--- src/rtl/fetch_decode_stage_pkg.sv ---
// Shared xgriscv defines for the fetch/decode slice.
// Holds the default XLEN, reset PC and bubble encoding, the RV32 instruction
// field bit positions, and the fetch FSM state encoding.
package fetch_decode_stage_pkg;

    localparam int          DEF_XLEN      = 32;
    localparam logic [31:0] DEF_RESET_PC  = 32'h0000_0000;
    localparam logic [31:0] DEF_NOP_INSTR = 32'h0000_0013;  // addi x0,x0,0

    localparam int OPCODE_LSB = 0;
    localparam int OPCODE_MSB = 6;
    localparam int RD_LSB     = 7;
    localparam int RD_MSB     = 11;
    localparam int FUNCT3_LSB = 12;
    localparam int FUNCT3_MSB = 14;
    localparam int RS1_LSB    = 15;
    localparam int RS1_MSB    = 19;
    localparam int IMM12_LSB  = 20;
    localparam int IMM12_MSB  = 31;
    localparam int FUNCT7_LSB = 25;
    localparam int FUNCT7_MSB = 31;

    typedef enum logic {
        FETCH_REQ  = 1'b0,
        FETCH_WAIT = 1'b1
    } fetch_state_e;

endpackage

--- src/rtl/fetch_skid_buf.sv ---
// One-entry {instr, pc} holding buffer between instruction return and the
// decode register, used while decode is stalled.
// Ports:
//   clk, reset           clock, async active-high reset
//   write                capture write_instr/write_pc, mark full
//   read                 entry consumed, mark empty (write wins if both)
//   clear                drop the entry (highest priority)
//   write_instr/pc       incoming entry
//   full                 entry valid
//   instr/pc             stored entry
module fetch_skid_buf
    import fetch_decode_stage_pkg::*;
#(
    parameter int XLEN = DEF_XLEN
) (
    input  logic            clk,
    input  logic            reset,
    input  logic            write,
    input  logic            read,
    input  logic            clear,
    input  logic [31:0]     write_instr,
    input  logic [XLEN-1:0] write_pc,
    output logic            full,
    output logic [31:0]     instr,
    output logic [XLEN-1:0] pc
);

    always_ff @(posedge clk or posedge reset) begin
        if (reset) begin
            full  <= 1'b0;
            instr <= '0;
            pc    <= '0;
        end else begin
            if (clear)
                full <= 1'b0;
            else if (write)
                full <= 1'b1;
            else if (read)
                full <= 1'b0;

            if (write && !clear) begin
                instr <= write_instr;
                pc    <= write_pc;
            end
        end
    end

endmodule

--- src/rtl/fetch_decode_stage.sv ---
// xgriscv IF stage plus IF/ID pipeline register.
// Issues single-outstanding instruction fetches, buffers one returned word
// while decode stalls, and presents decoded fields to the controller.
//
// state      | meaning
// -----------+-------------------------------------------------------------
// FETCH_REQ  | offering a request at pc_f (when buffer empty)
// FETCH_WAIT | request accepted, waiting for the response (kill = discard it)
//
// Ports:
//   clk, reset                   clock, async active-high reset
//   imem_req_valid/ready/addr    fetch request handshake
//   imem_rsp_valid/data          instruction return
//   stall_d                      hold the decode register
//   redirect_valid/pc            taken branch / jump target
//   valid_d, instr_d, pc_d       decode slot contents
//   pcplus4_d                    pc_d + 4
//   opcode_d .. imm12_d          field slices of instr_d
module fetch_decode_stage
    import fetch_decode_stage_pkg::*;
#(
    parameter int               XLEN      = DEF_XLEN,
    parameter logic [XLEN-1:0]  RESET_PC  = XLEN'(DEF_RESET_PC),
    parameter logic [31:0]      NOP_INSTR = DEF_NOP_INSTR
) (
    input  logic            clk,
    input  logic            reset,
    output logic            imem_req_valid,
    input  logic            imem_req_ready,
    output logic [XLEN-1:0] imem_addr,
    input  logic            imem_rsp_valid,
    input  logic [31:0]     imem_rsp_data,
    input  logic            stall_d,
    input  logic            redirect_valid,
    input  logic [XLEN-1:0] redirect_pc,
    output logic            valid_d,
    output logic [31:0]     instr_d,
    output logic [XLEN-1:0] pc_d,
    output logic [XLEN-1:0] pcplus4_d,
    output logic [6:0]      opcode_d,
    output logic [2:0]      funct3_d,
    output logic [6:0]      funct7_d,
    output logic [4:0]      rd_d,
    output logic [4:0]      rs1_d,
    output logic [11:0]     imm12_d
);

    fetch_state_e    state, state_nx;
    logic            kill, kill_nx;
    logic [XLEN-1:0] pc_f, pc_nx;

    logic            handshake;
    logic            rsp_take;
    logic            deliver;
    logic [XLEN-1:0] deliver_pc;
    logic [XLEN-1:0] redirect_target;

    logic            buf_full;
    logic [31:0]     buf_instr;
    logic [XLEN-1:0] buf_pc;
    logic            buf_write;
    logic            buf_read;

    assign redirect_target = redirect_pc & ~XLEN'(3);
    // pc_f only moves in WAIT on a redirect, and that also kills the response,
    // so a delivered word always belongs to pc_f - 4.
    assign deliver_pc      = pc_f - XLEN'(4);

    always_comb begin
        imem_req_valid = !reset && (state == FETCH_REQ) && !buf_full && !kill;
        imem_addr      = pc_f;
        handshake      = imem_req_valid && imem_req_ready;
        rsp_take       = (state == FETCH_WAIT) && imem_rsp_valid;
        deliver        = rsp_take && !kill && !redirect_valid;
        buf_write      = deliver && (stall_d || buf_full);
        buf_read       = !stall_d && buf_full && !redirect_valid;
    end

    always_comb begin
        state_nx = state;
        kill_nx  = kill;
        pc_nx    = pc_f;

        case (state)
            FETCH_REQ: begin
                if (handshake) begin
                    pc_nx    = pc_f + XLEN'(4);
                    state_nx = FETCH_WAIT;
                end
            end
            FETCH_WAIT: begin
                if (imem_rsp_valid) begin
                    kill_nx  = 1'b0;
                    state_nx = FETCH_REQ;
                end
            end
        endcase

        if (redirect_valid) begin
            pc_nx = redirect_target;
            if (rsp_take) begin
                // the arriving response is simply dropped; nothing left in flight
                kill_nx  = 1'b0;
                state_nx = FETCH_REQ;
            end else if ((state == FETCH_WAIT) || handshake) begin
                kill_nx  = 1'b1;
                state_nx = FETCH_WAIT;
            end else begin
                kill_nx  = 1'b0;
                state_nx = FETCH_REQ;
            end
        end
    end

    always_ff @(posedge clk or posedge reset) begin
        if (reset) begin
            state <= FETCH_REQ;
            kill  <= 1'b0;
            pc_f  <= RESET_PC;
        end else begin
            state <= state_nx;
            kill  <= kill_nx;
            pc_f  <= pc_nx;
        end
    end

    fetch_skid_buf #(.XLEN(XLEN)) u_skid (
        .clk         (clk),
        .reset       (reset),
        .write       (buf_write),
        .read        (buf_read),
        .clear       (redirect_valid),
        .write_instr (imem_rsp_data),
        .write_pc    (deliver_pc),
        .full        (buf_full),
        .instr       (buf_instr),
        .pc          (buf_pc)
    );

    // Bubbles keep pc_d so it still names the last real slot position.
    always_ff @(posedge clk or posedge reset) begin
        if (reset) begin
            valid_d <= 1'b0;
            instr_d <= NOP_INSTR;
            pc_d    <= '0;
        end else if (redirect_valid) begin
            valid_d <= 1'b0;
            instr_d <= NOP_INSTR;
        end else if (!stall_d) begin
            if (buf_full) begin
                valid_d <= 1'b1;
                instr_d <= buf_instr;
                pc_d    <= buf_pc;
            end else if (deliver) begin
                valid_d <= 1'b1;
                instr_d <= imem_rsp_data;
                pc_d    <= deliver_pc;
            end else begin
                valid_d <= 1'b0;
                instr_d <= NOP_INSTR;
            end
        end
    end

    assign pcplus4_d = pc_d + XLEN'(4);
    assign opcode_d  = instr_d[OPCODE_MSB:OPCODE_LSB];
    assign funct3_d  = instr_d[FUNCT3_MSB:FUNCT3_LSB];
    assign funct7_d  = instr_d[FUNCT7_MSB:FUNCT7_LSB];
    assign rd_d      = instr_d[RD_MSB:RD_LSB];
    assign rs1_d     = instr_d[RS1_MSB:RS1_LSB];
    assign imm12_d   = instr_d[IMM12_MSB:IMM12_LSB];

endmodule

--- config.mk ---
export PLATFORM = sky130hd
export DESIGN_NAME = fetch_decode_stage
export DESIGN_NICKNAME = d
export VERILOG_FILES = /design/src/rtl/fetch_decode_stage_pkg.sv /design/src/rtl/fetch_skid_buf.sv /design/src/rtl/fetch_decode_stage.sv
export SDC_FILE = /design/constraint.sdc
export NUM_CORES = 1
export LEC_CHECK = 0
export ABC_AREA = 1
export ABC_CLOCK_PERIOD_IN_PS = 6500
export CAP_MARGIN = 10
export CORE_MARGIN = 1
export CORE_UTILIZATION = 46
export DETAILED_ROUTE_END_ITERATION = 7
export HOLD_SLACK_MARGIN = 0.15
export PLACE_DENSITY = 0.81
export SLEW_MARGIN = 10
export SYNTH_ARGS = -nofsm -noshare
export SYNTH_HDL_FRONTEND = slang
export SYNTH_HIERARCHICAL = 1
export SYNTH_SLANG_ARGS = --single-unit
--- constraint.sdc ---
create_clock -name clk -period 6.5 [get_ports clk]
set_input_delay 1.95 -clock clk [delete_from_list [all_inputs] [get_ports clk]]
set_output_delay 1.95 -clock clk [all_outputs]
set_load 0.05 [all_outputs]
==> results of run 1 <==
==> worst register-to-register path, stage by stage, from the launching register on <==
cell     delay (ns)
dfrtp_1        0.59
inv_2          0.18
buf_4          0.46
nor3_4         0.07
inv_2          0.11
o21ai_2        0.06
buf_4          0.21
inv_2          0.58
nor2_1         0.10
nand2_1        0.16
nand2_1        0.07
==> area by class of cell <==
class	instances	area [sq um]	area share
inverter	99	375.4	0.03014
multi-input combinational	1021	4643	0.3728
tap	270	337.8	0.02712
sequential	162	4058	0.3258
clock inverter	14	176.4	0.01417
clock buffer	18	439.2	0.03526
timing repair buffer	245	2425	0.1947
==> cells in the mapped netlist, drive strengths merged <==
| cell type | number | area share |
|---|---|---|
| nand2 | 510 | 0.20 |
| nor2 | 166 | 0.066 |
| nand3 | 161 | 0.083 |
| dfrtp | 159 | 0.41 |
| inv | 99 | 0.038 |
| buf | 83 | 0.061 |
| xor2 | 46 | 0.041 |
| o21ai | 38 | 0.020 |
| nor3 | 25 | 0.015 |
| clkbuf | 21 | 0.0081 |
| nand4 | 15 | 0.0096 |
| a21oi | 12 | 0.0062 |
| o211ai | 7 | 0.0054 |
| o21bai | 6 | 0.0046 |
| o22ai | 6 | 0.0039 |
| o221ai | 5 | 0.0045 |
| xnor2 | 4 | 0.0036 |
| a22o | 3 | 0.0027 |
| dfstp | 3 | 0.0081 |
| ha | 3 | 0.0039 |
| nor4 | 3 | 0.0019 |
| a31oi | 2 | 0.0013 |
| and2 | 2 | 0.0013 |
| nand3b | 2 | 0.0015 |
| conb | 1 | 0.00039 |
| nor3b | 1 | 0.00077 |
==> stage by stage <==
| stage | total power, mW | cell area, sq um | instances | util |
|---|---|---|---|---|
| 5_1_grt | 4.735 | 12450 | 1829 | 0.6077 |
| 2_1_floorplan | 2.802 | 9741 | 1386 | - |
| 6_report | 4.524 | 12450 | 1829 | 0.6077 |
| 3_3_place_gp | 3.447 | 11840 | 1797 | 0.5777 |
| 4_1_cts | 4.540 | 12450 | 1829 | 0.6077 |
| 3_5_place_dp | 3.488 | 11840 | 1797 | 0.5777 |
==> flip-flops by register name, summed over array words and instances (netlist names) <==
register	cells
u_skid/instr	32
pc_d	32
instr_d	32
u_skid/pc	32
valid_d	1
imem_addr	30
state	1
u_skid/full	1
kill	1
==> metal layers <==
| metal | global-route usage | up-vias | part of all wire |
|---|---|---|---|
| li1 | - | 4671 | - |
| met1 | 0.3779 | 4496 | 0.43 |
| met2 | 0.4460 | 394 | 0.47 |
| met3 | 0.04784 | 57 | 0.069 |
| met4 | 0.1041 | 0 | 0.031 |
| met5 | 0 | - | 0 |
==> cells in the final DEF (no fill, tap or decap), types with 15 or more instances in the layout <==
cell and count:
clkbuf_16 17, nand2_1 508, dfrtp_1 159, nor3_1 23, clkdlybuf4s50_1 234, xor2_1 46
nand3_1 160, nor2_1 157, o21ai_0 24, nand4_1 15, inv_1 92
==> cell families (layout without fill, tap and decap cells) <==
| group | after synthesis | count (layout) |
|---|---|---|
| other | 1 | 4 |
| xor gates and xnor gates | 50 | 50 |
| and+or+nand+nor | 885 | 885 |
| AOI/OAI and AO/OA | 79 | 79 |
| buffers and inverters | 203 | 376 |
| DFF | 162 | 162 |
| adders and majority gates | 3 | 3 |
==> power groups by stage <==
stage	Sequential, mW	Combinational, mW	Clock [mW]
after detailed placement	1.56	1.93	0
after CTS	1.54	1.94	1.06
after global placement	1.55	1.90	0
final	1.55	1.93	1.05
after global routing	1.58	2.05	1.10
after floorplan	1.87	0.935	0
==> worst paths after layout <==
path / start / endpoint / cells after the start
setup / recovery: reset / imem_req_valid / 5
hold reg to reg: u_skid/pc[5]$_DFFE_PP0P_ / u_skid/pc[5]$_DFFE_PP0P_ / 2
hold / removal: u_skid/pc[5]$_DFFE_PP0P_ / u_skid/pc[5]$_DFFE_PP0P_ / 2
max in group asynchronous: reset / pc_d[16]$_DFFE_PP0P_ / 4
min in group asynchronous: reset / u_skid/instr[1]$_DFFE_PP0P_ / 2
setup reg to reg: u_skid/full$_DFFE_PP0P_ / pc_d[25]$_DFFE_PP0P_ / 10
==> results.cfg, run 1 <==
[outcome]
status = completed

[drt]
vias = 9618
viasPerCell = 5.259
drtPass1Iterations = 5
antenna_left = 0
routed_wl_um = 29670
wl_per_cell_um = 16.22
drc = 0
drtIter0Drc = 712

[worst_setup_path]
criticalPathCategory = primary input to primary output
r2r_setup_slack_ns = 3.80
crit_buf_inv = 3
max_stage_delay_ns = 0.84
crit_path_frequent_cell = clkdlybuf4s50_1
slowest_stage = clkdlybuf4s50_1
worstPathArrival_ns = 3.61
start_kind = primary input
crit_required_ns = 4.55
crit_family = buffers and inverters
end_kind = primary output
critPathMaxFanout = 4
path_cells = clkdlybuf4s50_1 > clkinvlp_4 > nand3_1 > nor2_2 > clkdlybuf4s50_1

[yosys]
ys_types = 37
netlist_area_sq_um = 9726
synthCells = 1383
yosysWarnings = 6
yosys_register_bits = 162
synth_compound_area_frac = 0.04850
synth_top_family_by_area = simple AND/OR/NAND/NOR gates
synth-simple-area-share = 0.3775
avgSynthCellArea_sq_um = 7.032
synth_xor_area_frac = 0.04503
synth-seq-area-share = 0.4172
synth_mux_area_frac = 0
synth_adder_area_share = 0.003860

[die]
core_sq_um = 20490
fp.dieW_um = 147.4
initial_core_util = 0.4745
die_y_um = 147.4
io-pin-count = 239
fp.dieArea_sq_um = 21730
rows = 52

[cts]
cts_tree = built
cts-resized-gates = 0
ctsHoldBuffers = 0
cts_buffer_depth = 2
path_clk_slew_ns = 0.07
cts_setup_buffers = 0
numCtsBuffers = 17
cts_root_buf = clkbuf_16
cts.sinks = 162
clk_latency_ns = 0.44
h-tree-depth = 4

[place]
pre_cts_ws_ns = 0.9408
port_buffers = 234
dp_hpwl_um = 21390
gp_congestion = 0.9591

[power_and_ir_drop]
p_comb_frac = 0.427
clkPwrFrac = 0.231
switchingPower_mw = 2.064
seqPwrFrac = 0.342
leakage_nw = 5.977
p_sw_frac = 0.4562
ir_drop_uv = 265.2
power_density_nw_per_um2 = 363.3
p_int_mw = 2.460

[grt]
grt_pass1_wl_um = 47370
grt_max_degree = 65
antenna_found_initial = 0
grt.total_usage = 0.2783
grt_pass1_vias = 8994
overflow = 0

[layout]
diodes = 0
fillers = 1916
area_growth_pct = 28.06
drive_gt1_frac = 0.04362
nets = 1619

[worst_hold_path]
min_path_type = register to register

[sta]
setup_tns_ns = 0
setup_slack_ns = 0.9350
hold_viol_final = 0
rsz0062_at_grt = no
setup_viol = 0
finalClockSkew_ns = 0.01548
timing.hold.ws_ns = 0.4674
slew-limit-headroom = 0.3248
slew_viol_final = 0
period_share = 0.8562
fin_crit_ns = 5.565
worst_pin_slew_ns = 1.012
fmax_mhz = 179.7

[job]
cap_viol_max_count = 0
Power figures use the tool's default switching activity.
==> run 2, diff against run 1 <==
- ABC_CLOCK_PERIOD_IN_PS: 6500 -> 5020
- PLACE_DENSITY: 0.81 -> 0.78
- clock period: 6.5 -> 5.02 ns (I/O delays scaled with it)
==> run 2 against run 1 <==
Worst hold slack better by 0.0038 ns. Sequential share of layout area about the same. Global-route usage up 0.059 points. Critical endpoint is now pcplus4_d[20].
==> results.cfg, run 2 (synthesis results as in run 1) <==
[cts]
cts_root_buf = clkbuf_16
clk_latency_ns = 0.44
path_clk_slew_ns = 0.07
cts.sinks = 162
cts-resized-gates = 0
ctsHoldBuffers = 0
cts_tree = built
h-tree-depth = 4
cts_buffer_depth = 2
numCtsBuffers = 17
cts_setup_buffers = 0

[sta]
fmax_mhz = 222.7
finalClockSkew_ns = 0.01229
rsz0062_at_grt = no
setup_slack_ns = 0.5295
hold_viol_final = 0
fin_crit_ns = 4.490
setup_tns_ns = 0
slew-limit-headroom = 0.3188
slew_viol_final = 0
timing.hold.ws_ns = 0.4712
worst_pin_slew_ns = 1.021
setup_viol = 0
period_share = 0.8945

[die]
die_y_um = 147.4
io-pin-count = 239
core_sq_um = 20490
fp.dieW_um = 147.4
initial_core_util = 0.4745
rows = 52
fp.dieArea_sq_um = 21730

[power_and_ir_drop]
p_sw_frac = 0.4580
leakage_nw = 5.983
finalPower_mw = 5.873
p_comb_frac = 0.427
seqPwrFrac = 0.341
ir_drop_uv = 363.3
power_density_nw_per_um2 = 471.3
switchingPower_mw = 2.690
clkPwrFrac = 0.233
p_int_mw = 3.183

[drt]
routed_wl_um = 29700
vias = 9614
drtIter0Drc = 801
antenna_left = 0
wl_per_cell_um = 16.24
drc = 0
viasPerCell = 5.256
drtPass1Iterations = 5

[job]
cap_viol_max_count = 0

[worst_setup_path]
crit_required_ns = 3.51
worstPathArrival_ns = 2.98
start_kind = register
r2r_setup_slack_ns = 2.33
r2r-start = u_skid/full$_DFFE_PP0P_
crit_end = pcplus4_d[20]
criticalPathCategory = register to primary output
end_kind = primary output
critPathMaxFanout = 7
reg2reg_depth = 10
critical_path.startpoint = pc_d[2]$_DFFE_PP0P_
rr_endpoint = pc_d[27]$_DFFE_PP0P_

[layout]
layout_commonest_cell = nand2_1
fin_cells = 1829
fillers = 1880
drive_gt1_frac = 0.04426
area_growth_pct = 28.15
final_cell_mix = 508 x nand2_1, 233 x clkdlybuf4s50_1, 160 x nand3_1
nets = 1619
diodes = 0

[worst_hold_path]
min_path_type = register to register
hold_start = u_skid/pc[7]$_DFFE_PP0P_

[place]
pre_cts_ws_ns = 0.9344
dp_hpwl_um = 21540
gp_congestion = 0.9663
placed_cells = 1797
port_buffers = 234

[grt]
grt_max_degree = 65
grt_pass1_wl_um = 47520
grt_pass1_vias = 9051
antenna_found_initial = 0
grt.total_usage = 0.2789
overflow = 0

[outcome]
status = completed
-- run 2: critical path, stage by stage, from the launching register on --
cell and delay [ns]:
dfrtp_1 0.40, ha_1 0.20, nand3_1 0.24, nor4_1 0.55, nand3_1 0.17, xor2_1 0.16, clkdlybuf4s50_1 0.82
-- run 2: metrics by stage --
step           instance area, sq um  utilization
2_1_floorplan                  9741            -
3_3_place_gp                  11850       0.5781
3_5_place_dp                  11850       0.5781
4_1_cts                       12460       0.6081
5_1_grt                       12460       0.6081
6_report                      12460       0.6081
-- run 2: metal layers --
layer | vias to the layer above | routed length (um) | global-route usage
li1 | 4670 | - | -
met1 | 4472 | 12720 | 0.3772
met2 | 409 | 14030 | 0.4422
met3 | 63 | 1926 | 0.04290
met4 | 0 | 1023 | 0.1268
met5 | - | 0 | 0
-- run 2: worst min path at each step --
stage	endpoint	slack (ns)	cells after the start
finish	u_skid/pc[7]$_DFFE_PP0P_	0.47	2
global route	u_skid/instr[12]$_DFFE_PP0P_	0.49	2
CTS	u_skid/pc[7]$_DFFE_PP0P_	0.47	2
detailed placement	u_skid/pc[7]$_DFFE_PP0P_	0.45	2
global placement	u_skid/pc[5]$_DFFE_PP0P_	0.45	2
floorplan	u_skid/pc[5]$_DFFE_PP0P_	0.44	2
-- run 2: cell type report --
type / instances / area [sq um] / share of cell area
multi-input combinational: 1021 / 4643 / 0.3726
clock inverter: 15 / 188.9 / 0.01516
timing repair buffer: 245 / 2435 / 0.1954
sequential: 162 / 4058 / 0.3256
inverter: 99 / 375.4 / 0.03012
tap: 270 / 337.8 / 0.02711
clock buffer: 17 / 425.4 / 0.03413
-- run 2: power groups by stage --
stage	clock [mW]	combinational, mW	sequential (mW)
after global routing	1.44	2.66	2.04
final	1.37	2.51	2.00
after global placement	0	2.47	2.00
after floorplan	0	1.21	2.42
after CTS	1.38	2.51	1.99
after detailed placement	0	2.50	2.02
